**config.mk**
```make
export PLATFORM = sky130hd
export DESIGN_NAME = board_display_scheduler
export DESIGN_NICKNAME = d
export VERILOG_FILES = /design/src/rtl/tetris_pkg.sv /design/src/rtl/board_line_buffer.sv /design/src/rtl/board_display_scheduler.sv
export SDC_FILE = /design/constraint.sdc
export NUM_CORES = 1
export LEC_CHECK = 0
export BUFFER_PORTS_ARGS = -buffer_cell sky130_fd_sc_hd__buf_2
export CAP_MARGIN = 10
export CELL_PAD_IN_SITES_DETAIL_PLACEMENT = 0
export CELL_PAD_IN_SITES_GLOBAL_PLACEMENT = 2
export CORE_UTILIZATION = 33
export DETAILED_ROUTE_END_ITERATION = 8
export PLACE_DENSITY_LB_ADDON = 0.2
export REMOVE_ABC_BUFFERS = 1
export SYNTH_ARGS = -nofsm -noshare
export SYNTH_HDL_FRONTEND = slang
export SYNTH_SLANG_ARGS = --single-unit
```
**constraint.sdc**
```tcl
create_clock -name Clk -period 2.55 [get_ports Clk]
set_input_delay 0.1275 -clock Clk [delete_from_list [all_inputs] [get_ports Clk]]
set_output_delay 0.1275 -clock Clk [all_outputs]
set_load 0.01 [all_outputs]
```
**src/rtl/tetris_pkg.sv**
```systemverilog
// Shared colour codes, scheduler state encoding and board geometry for the
// board display slice.
package tetris_pkg;

    localparam logic [2:0] BLACK   = 3'b000;
    localparam logic [2:0] RED     = 3'b001;
    localparam logic [2:0] GREEN   = 3'b010;
    localparam logic [2:0] BLUE    = 3'b011;
    localparam logic [2:0] MAGENTA = 3'b100;
    localparam logic [2:0] CYAN    = 3'b101;
    localparam logic [2:0] YELLOW  = 3'b110;
    localparam logic [2:0] WHITE   = 3'b111;

    typedef enum logic [1:0] {
        IDLE  = 2'd0,
        FETCH = 2'd1,
        DRAIN = 2'd2,
        GRD   = 2'd3
    } sched_state_t;

    localparam int         NCOLS     = 10;
    localparam logic [3:0] COLS      = 4'd10;
    localparam logic [4:0] ROWS      = 5'd20;
    localparam int         CELL_LOG2 = 4;
    localparam logic [9:0] ORIGIN_X  = 10'd240;
    localparam logic [9:0] ORIGIN_Y  = 10'd80;
    localparam logic [9:0] H_ACTIVE  = 10'd640;
    localparam logic [9:0] V_TOTAL   = 10'd525;
    localparam logic [9:0] BOARD_W   = {6'd0, COLS} << CELL_LOG2;
    localparam logic [9:0] BOARD_H   = {5'd0, ROWS} << CELL_LOG2;

    function automatic logic [7:0] cell_addr(input logic [4:0] row, input logic [3:0] col);
        return ({3'b000, row} * {4'b0000, COLS}) + {4'b0000, col};
    endfunction

endpackage

```
**src/rtl/board_line_buffer.sv**
```systemverilog
// One display line worth of cell colours: indexed write port, combinational
// read port, cleared by the asynchronous reset.
module board_line_buffer
    import tetris_pkg::*;
(
    input  logic       clk,
    input  logic       rst_n,
    input  logic       we,
    input  logic [3:0] wr_idx,
    input  logic [2:0] wr_data,
    input  logic [3:0] rd_idx,
    output logic [2:0] rd_data
);

    logic [2:0] lb_q [NCOLS];
    logic [2:0] lb_d [NCOLS];

    // Next-state for the entry being written.
    always_comb begin
        lb_d = lb_q;
        if (we && (wr_idx < COLS)) begin
            lb_d[wr_idx] = wr_data;
        end else begin
            lb_d = lb_q;
        end
    end

    // Entry storage.
    always_ff @(posedge clk or negedge rst_n) begin
        if (!rst_n) begin
            for (int i = 0; i < NCOLS; i++) begin
                lb_q[i] <= BLACK;
            end
        end else begin
            lb_q <= lb_d;
        end
    end

    assign rd_data = (rd_idx < COLS) ? lb_q[rd_idx] : BLACK;

endmodule

```
**src/rtl/board_display_scheduler.sv**
```systemverilog
// Arbitrates the board cell RAM between game logic and the line prefetcher,
// and produces the registered pixel colour. Define BOARD_GRID_EN for grid lines.
module board_display_scheduler
    import tetris_pkg::*;
(
    input  logic       Clk,
    input  logic       Reset_n,
    input  logic [9:0] DrawX,
    input  logic [9:0] DrawY,
    output logic [7:0] ram_addr,
    output logic       ram_we,
    output logic [2:0] ram_wdata,
    input  logic [2:0] ram_rdata,
    input  logic       gl_req,
    input  logic       gl_we,
    input  logic [4:0] gl_row,
    input  logic [3:0] gl_col,
    input  logic [2:0] gl_wdata,
    output logic       gl_ack,
    output logic [2:0] gl_rdata,
    output logic [2:0] Color,
    output logic       fetch_busy
);

    sched_state_t state_q, state_d;
    logic [3:0]   k_q, k_d;
    logic [4:0]   row_q, row_d;
    logic         pending_q, pending_d;
    logic [2:0]   color_q, color_d;

    logic [9:0]   next_y_s;
    logic [9:0]   fetch_y_s;
    logic [4:0]   trig_row_s;
    logic         trig_s;
    logic         gl_oor_s;
    logic [9:0]   x_rel_s;
    logic         in_win_s;
    logic         lb_we_s;
    logic [3:0]   lb_widx_s;
    logic [3:0]   lb_ridx_s;
    logic [2:0]   lb_rdata_s;
`ifdef BOARD_GRID_EN
    logic [9:0]   y_rel_s;
`endif

    // Trigger at the start of h-blank when the upcoming scanline is on the board.
    always_comb begin
        next_y_s   = (DrawY == (V_TOTAL - 10'd1)) ? 10'd0 : (DrawY + 10'd1);
        fetch_y_s  = next_y_s - ORIGIN_Y;
        trig_row_s = 5'(fetch_y_s >> CELL_LOG2);
        trig_s     = (DrawX == H_ACTIVE) && (next_y_s >= ORIGIN_Y)
                     && (next_y_s < (ORIGIN_Y + BOARD_H));
        gl_oor_s   = (gl_row >= ROWS) || (gl_col >= COLS);
    end

    // Scheduler: a pending or same-cycle trigger wins over a game request in IDLE.
    always_comb begin
        state_d   = state_q;
        k_d       = k_q;
        row_d     = trig_s ? trig_row_s : row_q;
        pending_d = pending_q | trig_s;
        ram_addr  = 8'd0;
        ram_we    = 1'b0;
        ram_wdata = 3'b000;
        gl_ack    = 1'b0;
        gl_rdata  = 3'b000;
        lb_we_s   = 1'b0;
        lb_widx_s = 4'd0;
        case (state_q)
            IDLE: begin
                if (pending_q || trig_s) begin
                    state_d   = FETCH;
                    k_d       = 4'd0;
                    pending_d = 1'b0;
                end else if (gl_req && Reset_n) begin
                    // Game service is gated by reset so no strobe escapes while held.
                    if (gl_oor_s) begin
                        gl_ack = 1'b1;
                    end else if (gl_we) begin
                        ram_we    = 1'b1;
                        ram_addr  = cell_addr(gl_row, gl_col);
                        ram_wdata = gl_wdata;
                        gl_ack    = 1'b1;
                    end else begin
                        ram_addr = cell_addr(gl_row, gl_col);
                        state_d  = GRD;
                    end
                end else begin
                    state_d = IDLE;
                end
            end
            GRD: begin
                gl_ack   = 1'b1;
                gl_rdata = ram_rdata;
                state_d  = IDLE;
            end
            FETCH: begin
                ram_addr = cell_addr(row_q, k_q);
                if (k_q != 4'd0) begin
                    lb_we_s   = 1'b1;
                    lb_widx_s = k_q - 4'd1;
                end else begin
                    lb_we_s = 1'b0;
                end
                if (k_q == (COLS - 4'd1)) begin
                    state_d = DRAIN;
                    k_d     = 4'd0;
                end else begin
                    k_d = k_q + 4'd1;
                end
            end
            DRAIN: begin
                lb_we_s   = 1'b1;
                lb_widx_s = COLS - 4'd1;
                state_d   = IDLE;
            end
            default: begin
                state_d = IDLE;
            end
        endcase
    end

    // Pixel colour lookup from the line buffer.
    always_comb begin
        x_rel_s   = DrawX - ORIGIN_X;
        lb_ridx_s = 4'(x_rel_s >> CELL_LOG2);
        in_win_s  = (DrawX >= ORIGIN_X) && (DrawX < (ORIGIN_X + BOARD_W))
                    && (DrawY >= ORIGIN_Y) && (DrawY < (ORIGIN_Y + BOARD_H));
`ifdef BOARD_GRID_EN
        y_rel_s   = DrawY - ORIGIN_Y;
`endif
        color_d   = BLACK;
        if (in_win_s) begin
            color_d = lb_rdata_s;
`ifdef BOARD_GRID_EN
            if ((lb_rdata_s == BLACK)
                && ((x_rel_s[CELL_LOG2-1:0] == 4'd0) || (y_rel_s[CELL_LOG2-1:0] == 4'd0))) begin
                color_d = WHITE;
            end else begin
                color_d = lb_rdata_s;
            end
`endif
        end else begin
            color_d = BLACK;
        end
    end

    // State, fetch cursor and pixel output registers.
    always_ff @(posedge Clk or negedge Reset_n) begin
        if (!Reset_n) begin
            state_q   <= IDLE;
            k_q       <= 4'd0;
            row_q     <= 5'd0;
            pending_q <= 1'b0;
            color_q   <= BLACK;
        end else begin
            state_q   <= state_d;
            k_q       <= k_d;
            row_q     <= row_d;
            pending_q <= pending_d;
            color_q   <= color_d;
        end
    end

    board_line_buffer u_line_buffer (
        .clk     (Clk),
        .rst_n   (Reset_n),
        .we      (lb_we_s),
        .wr_idx  (lb_widx_s),
        .wr_data (ram_rdata),
        .rd_idx  (lb_ridx_s),
        .rd_data (lb_rdata_s)
    );

    assign Color      = color_q;
    assign fetch_busy = (state_q == FETCH) || (state_q == DRAIN);

endmodule

```
==> results of run 1 <==
==> power breakdown <==
group	switching, mW	total, mW	internal [mW]
registers	0.0544	0.868	0.814
logic	0.455	0.852	0.397
clock network	0.286	0.494	0.207
==> cell families after synthesis <==
group,Yosys count,synth area share
flip-flops,45,0.310
AO/OA/AOI/OAI,69,0.146
AND/OR/NAND/NOR,101,0.155
buffers and inverters,37,0.0452
adder cells (fa/ha/maj),36,0.132
multiplexers,44,0.153
XOR/XNOR,24,0.0579
==> layout make-up <==
cell class,instances,area share
multi-input cells,274,0.542
flip-flops and latches,45,0.241
repair buffers,104,0.141
well taps,136,0.0363
inverters,23,0.0200
clock buffers,5,0.0147
clock inverters,3,0.00615
==> routing by layer <==
metal	share of wire	global-route usage	vias up	wire (um)
met4	0.0030	0.0225	0	27
li1	-	-	1497	-
met1	0.49	0.226	1440	4400
met5	0	0	-	0
met3	0.034	0.0225	4	309
met2	0.47	0.273	58	4240
==> cells in the mapped netlist, types with 2 or more instances <==
cell       instances
mux2i_1            5
nand2_1           19
nor3_1            11
buf_4              2
a221oi_2           2
o2111ai_1          2
nor3_2             2
a31oi_1            2
clkbuf_2           2
o21ai_0           12
ha_1              32
mux4_2             6
nor2_1            16
and2_1             5
o22ai_1            2
xnor2_1           11
nor4b_1            2
or3_1              2
inv_1             23
xor2_1            13
and3_1             7
nand4_1            2
buf_2              2
clkbuf_1           5
a21oi_1           13
nand3_1           14
mux2_2            33
dfrtp_1           45
nor2b_1            4
nand2b_1           4
a22o_1             8
fa_1               4
and2_4             2
a21o_1             5
o211ai_1           2
nor4_1             3
==> repair_timing <==
action / 4_1_cts / 5_1_grt
pin swaps: 13 / 12
gates resized for setup: 12 / 36
endpoints found under the setup margin: 12 / 14
endpoints found under the hold margin: 45 / 0
gates cloned: 1 / 0
hold buffers: 1 / 0
buffers inserted: 4 / 2
==> worst paths after layout <==
| check | start | endpoint | slack [ns] | depth (start not counted) |
|---|---|---|---|---|
| worst max-delay path | row_q[1] | ram_addr[7] | -0.02 | 9 |
| worst min-delay path | DrawX[9] | Color[2] | 0.20 | 4 |
| worst max register to register | k_q[1] | u_line_buffer.lb_q[9] | 0.17 | 9 |
| worst min register to register | u_line_buffer.lb_q[13] | u_line_buffer.lb_q[13] | 0.51 | 1 |
| max in group asynchronous | Reset_n | pending_q | 1.68 | 3 |
| min in group asynchronous | Reset_n | k_q[2] | 0.45 | 3 |
==> worst register-to-register path, cell delays in order (launching register included) <==
cell	delay, ns
dfrtp_1	0.39
inv_1	0.09
ha_1	0.17
or3b_2	0.49
a21oi_1	0.16
nor2b_1	0.07
a21boi_2	0.22
nor3_1	0.18
buf_4	0.17
mux2_2	0.33
==> per-stage QoR <==
step	area (um^2)	setup WS, ns	power, mW	instances
2_1_floorplan	3550	-0.0253	1.39	342
3_3_place_gp	4300	-0.0532	1.68	574
3_5_place_dp	4300	-0.114	1.69	574
4_1_cts	4490	-0.117	2.20	588
5_1_grt	4680	-0.147	2.37	590
6_report	4680	-0.0162	2.21	590
==> sequential cells by signal (all words and copies together), names as in the netlist <==
name / cells
u_line_buffer.lb_q: 30
Color: 3
row_q: 5
state_q: 2
k_q: 4
pending_q: 1
==> impl_metrics.toml, run 1 <==
[grt]
grtUsageTotal = 0.162
grt_pass1_vias = 3044
grt_max_degree = 46
antenna_found_initial = 0
grt_pass1_wl_mm = 14.8
overflow = 0

[synthesis]
netlist_instances = 356
synth.largest_area_cell = "dfrtp_1"
ys_warn_count = 0
mappedNetlistArea_um2 = 3630
synth_seq_area_share = 0.310
yosysTopAreaCellShare = 0.310
synth_edf_count = 0
ys.flop_type = "dfrtp_1"
yosys-top-cells-area = "dfrtp_1, ha_1, mux2_2"
avgSynthCellArea_um2 = 10.2
ys_ff_latch = 45
ys_async_sr_fraction = 1.00
synth_cell_types = 68

[clock_network]
tritoncts = "done"
cts_inserted_buffers = 5
h-tree-depth = 2
insertion_delay_ns = 0.31
cts.sinks = 45
cts_root_buf = "clkbuf_8"
cts.path.max_buffers = 2
clkTransAtPathRegs_ns = 0.09

[placed_design]
port_buffers = 58
gp_congestion = 0.758
dp_hpwl_mm = 6.81

[setup_path]
cp_top_family = "adder cells"
worstSetupEndpointType = "output port"
critical_path_buf_inv_count = 2
path_cells = "ha_1, ha_2, inv_2, fa_2, nor3_2, xor2_1, xnor2_1, a22o_1, buf_2"
cp-start-kind = "flop"
crit_type = "flop to output port"
cp_max_fo = 2
critical_path.max_stage_delay_ns = 0.43
cp.required_ns = 2.42
cp_slowest_cell = "fa_2"
arrival_ns = 2.44

[layout]
post-route-util = 0.446
diodes = 0
layout_common_cells = "buf_2, dfrtp_1, buf_4"
nFillCells = 990
drive_gt1_frac = 0.430
layout.nets = 528
register_area_um2 = 1130
final_common_cell = "buf_2"
multi_input_area_um2 = 2540
syn2layout_area_growth_pct = 29.0

[routing]
avgRoutedWirePerCell_um = 15.2
ant_nets = 0
first_pass_iters = 4
vias = 2999
drt_wl_total_mm = 8.97
drc = 0
drt_iter0_markers = 92
viasPerCell = 5.08

[sta]
slew_viol_final = 0
hold_viol_final = 0
finalSetupViolCount = 1
fin_tns_setup_ns = -0.0162
timing.hold.ws_ns = 0.205
fmax_mhz = 390
slew_headroom = 0.611
tightest_slew_ns = 0.584
rsz0062_at_grt = "yes"
fin_crit_sh = 1.01
worst_slack_ns = -0.0162
min_period_ns = 2.57
fin_worst_skew_ns = 0.0141

[floorplanning]
fp.dieH_um = 107
start_util = 0.345
rows = 37
die_width_um = 107
coreArea_um2 = 10500
die-area_um2 = 11400
ios = 59

[min_path]
hp-class = "primary input to flop"

[power_and_ir_drop]
vdd_ir_drop_max_v = 0.000254
p_leak_nw = 2.19
power.density_nw_per_um2 = 473

[run_status]
outcome = "finished with violations"
violations = "negative setup slack"

[flow_run]
cap_viol_max_count = 0
(Power assumes the default switching activity.)
==> run 2: changes to the inputs <==
Settings changed: PLACE_DENSITY set to 0.78, PLACE_DENSITY_LB_ADDON 0.2 to unset.
==> impl_metrics.toml, run 2 (same netlist as run 1, synthesis figures left out) <==
[sta]
fin_worst_skew_ns = 0.0106
worst_slack_ns = -0.0709
slew_viol_final = 0
min_period_ns = 2.62
hold_viol_final = 0
slew_headroom = 0.621
fin_crit_sh = 1.03
tightest_slew_ns = 0.569
rsz0062_at_grt = "yes"
finalSetupViolCount = 2
fmax_mhz = 382

[power_and_ir_drop]
power.total_mw = 2.27
power.density_nw_per_um2 = 480
p_leak_nw = 2.21
vdd_ir_drop_max_v = 0.000293

[routing]
drc = 0
viasPerCell = 5.08
drt_iter0_markers = 79
avgRoutedWirePerCell_um = 15.0
first_pass_iters = 5
vias = 3015
drt_wl_total_mm = 8.90
ant_nets = 0

[setup_path]
worstSetupStartpoint = "row_q[3]"
arrival_ns = 2.49
reg2reg_slack_ns = 0.17
r2r-start = "k_q[1]"
reg2reg_to = "u_line_buffer.lb_q[22]"
cp.required_ns = 2.42
crit_type = "flop to output port"
cp_max_fo = 2
cp-start-kind = "flop"
rr_worst_depth = 8
worstSetupEndpointType = "output port"

[grt]
grt_pass1_wl_mm = 14.5
grt_pass1_vias = 2990
antenna_found_initial = 0
grt_max_degree = 46
overflow = 0
grtUsageTotal = 0.159

[min_path]
hp-class = "primary input to flop"
min_to = "u_line_buffer.lb_q[25]"
hold_path_depth = 2
min_from = "ram_rdata[1]"

[floorplanning]
start_util = 0.345
coreArea_um2 = 10500
ios = 59
die_width_um = 107
fp.dieH_um = 107
die-area_um2 = 11400
rows = 37

[clock_network]
cts.sinks = 45
cts_inserted_buffers = 5
cts.path.max_buffers = 2
cts_root_buf = "clkbuf_8"
clkTransAtPathRegs_ns = 0.10
h-tree-depth = 2
insertion_delay_ns = 0.30
tritoncts = "done"

[layout]
stdcell_area_um2 = 4730
largestRegisters = "u_line_buffer.lb_q x30, row_q x5, k_q x4"
diodes = 0
final_common_cell = "buf_2"
syn2layout_area_growth_pct = 30.4
layout.nets = 532
drive_gt1_frac = 0.439
nFillCells = 1010
largest_reg_flops = 30
layout_common_cells = "buf_2, buf_4, dfrtp_1"
top_register = "u_line_buffer.lb_q"

[placed_design]
dp_hpwl_mm = 6.83
port_buffers = 58
gp_congestion = 0.863
postPlaceCellArea_um2 = 4310

[flow_run]
cap_viol_max_count = 0

[run_status]
outcome = "finished with violations"
violations = "negative setup slack"
run 2: changes by cell type in the layout (fill, tap and decap cells not counted), sizes merged:
cell,delta
bufinv,+1
buf,+4
inv,-1
run 2: routing by layer:
layer  track usage  part of all wire
met1         0.213              0.48
met2         0.275              0.48
met3        0.0231             0.036
met4        0.0264            0.0062
met5             0                 0
run 2: critical path: stages (launching register included):
cell     delay [ns]
dfrtp_1        0.39
ha_1           0.30
ha_2           0.19
inv_2          0.06
fa_2           0.45
nor3_2         0.20
xor2_1         0.19
xnor2_1        0.09
a22o_1         0.21
buf_2          0.13
run 2: worst max path at each step:
stage,endpoint,depth (start not counted)
global placement,ram_addr[4],13
finish,ram_addr[7],9
floorplan,ram_wdata[0],11
detailed placement,ram_addr[6],14
CTS,ram_addr[7],9
global route,ram_addr[7],9
run 2: area by class of cell:
| class | instances | area [um^2] | area share |
|---|---|---|---|
| Clock inverter | 3 | 47.5 | 0.0100 |
| Sequential cell | 45 | 1130 | 0.238 |
| Multi-Input combinational cell | 274 | 2510 | 0.531 |
| Inverter | 23 | 91.3 | 0.0193 |
| Timing Repair Buffer | 108 | 713 | 0.151 |
| Tap cell | 136 | 170 | 0.0360 |
| Clock buffer | 5 | 68.8 | 0.0145 |
run 2: report_power, final:
group | internal, mW | switching (mW)
Sequential | 0.814 | 0.0505
Clock | 0.299 | 0.263
Combinational | 0.401 | 0.446
run 2: what timing repair did:
item                                    in CTS  in global routing
gates cloned                                 1                  0
setup buffers                                7                  2
resized for setup                           18                 33
pin swaps                                   14                 16
hold endpoints to repair                    28                  0
hold buffers                                 1                  0
endpoints found under the setup margin      12                 14
run 2: metrics by stage:
step | hold slack, ns | cells | util | worst slack, ns | TNS [ns]
after global routing | 0.237 | 594 | 0.450 | -0.240 | -1.17
final | 0.218 | 594 | 0.450 | -0.0709 | -0.0761
after global placement | 0.329 | 575 | 0.410 | -0.128 | -1.32
after detailed placement | 0.326 | 575 | 0.410 | -0.181 | -1.88
after CTS | 0.210 | 592 | 0.435 | -0.111 | -0.129
after floorplan | -0.168 | 342 | - | -0.0253 | -0.149
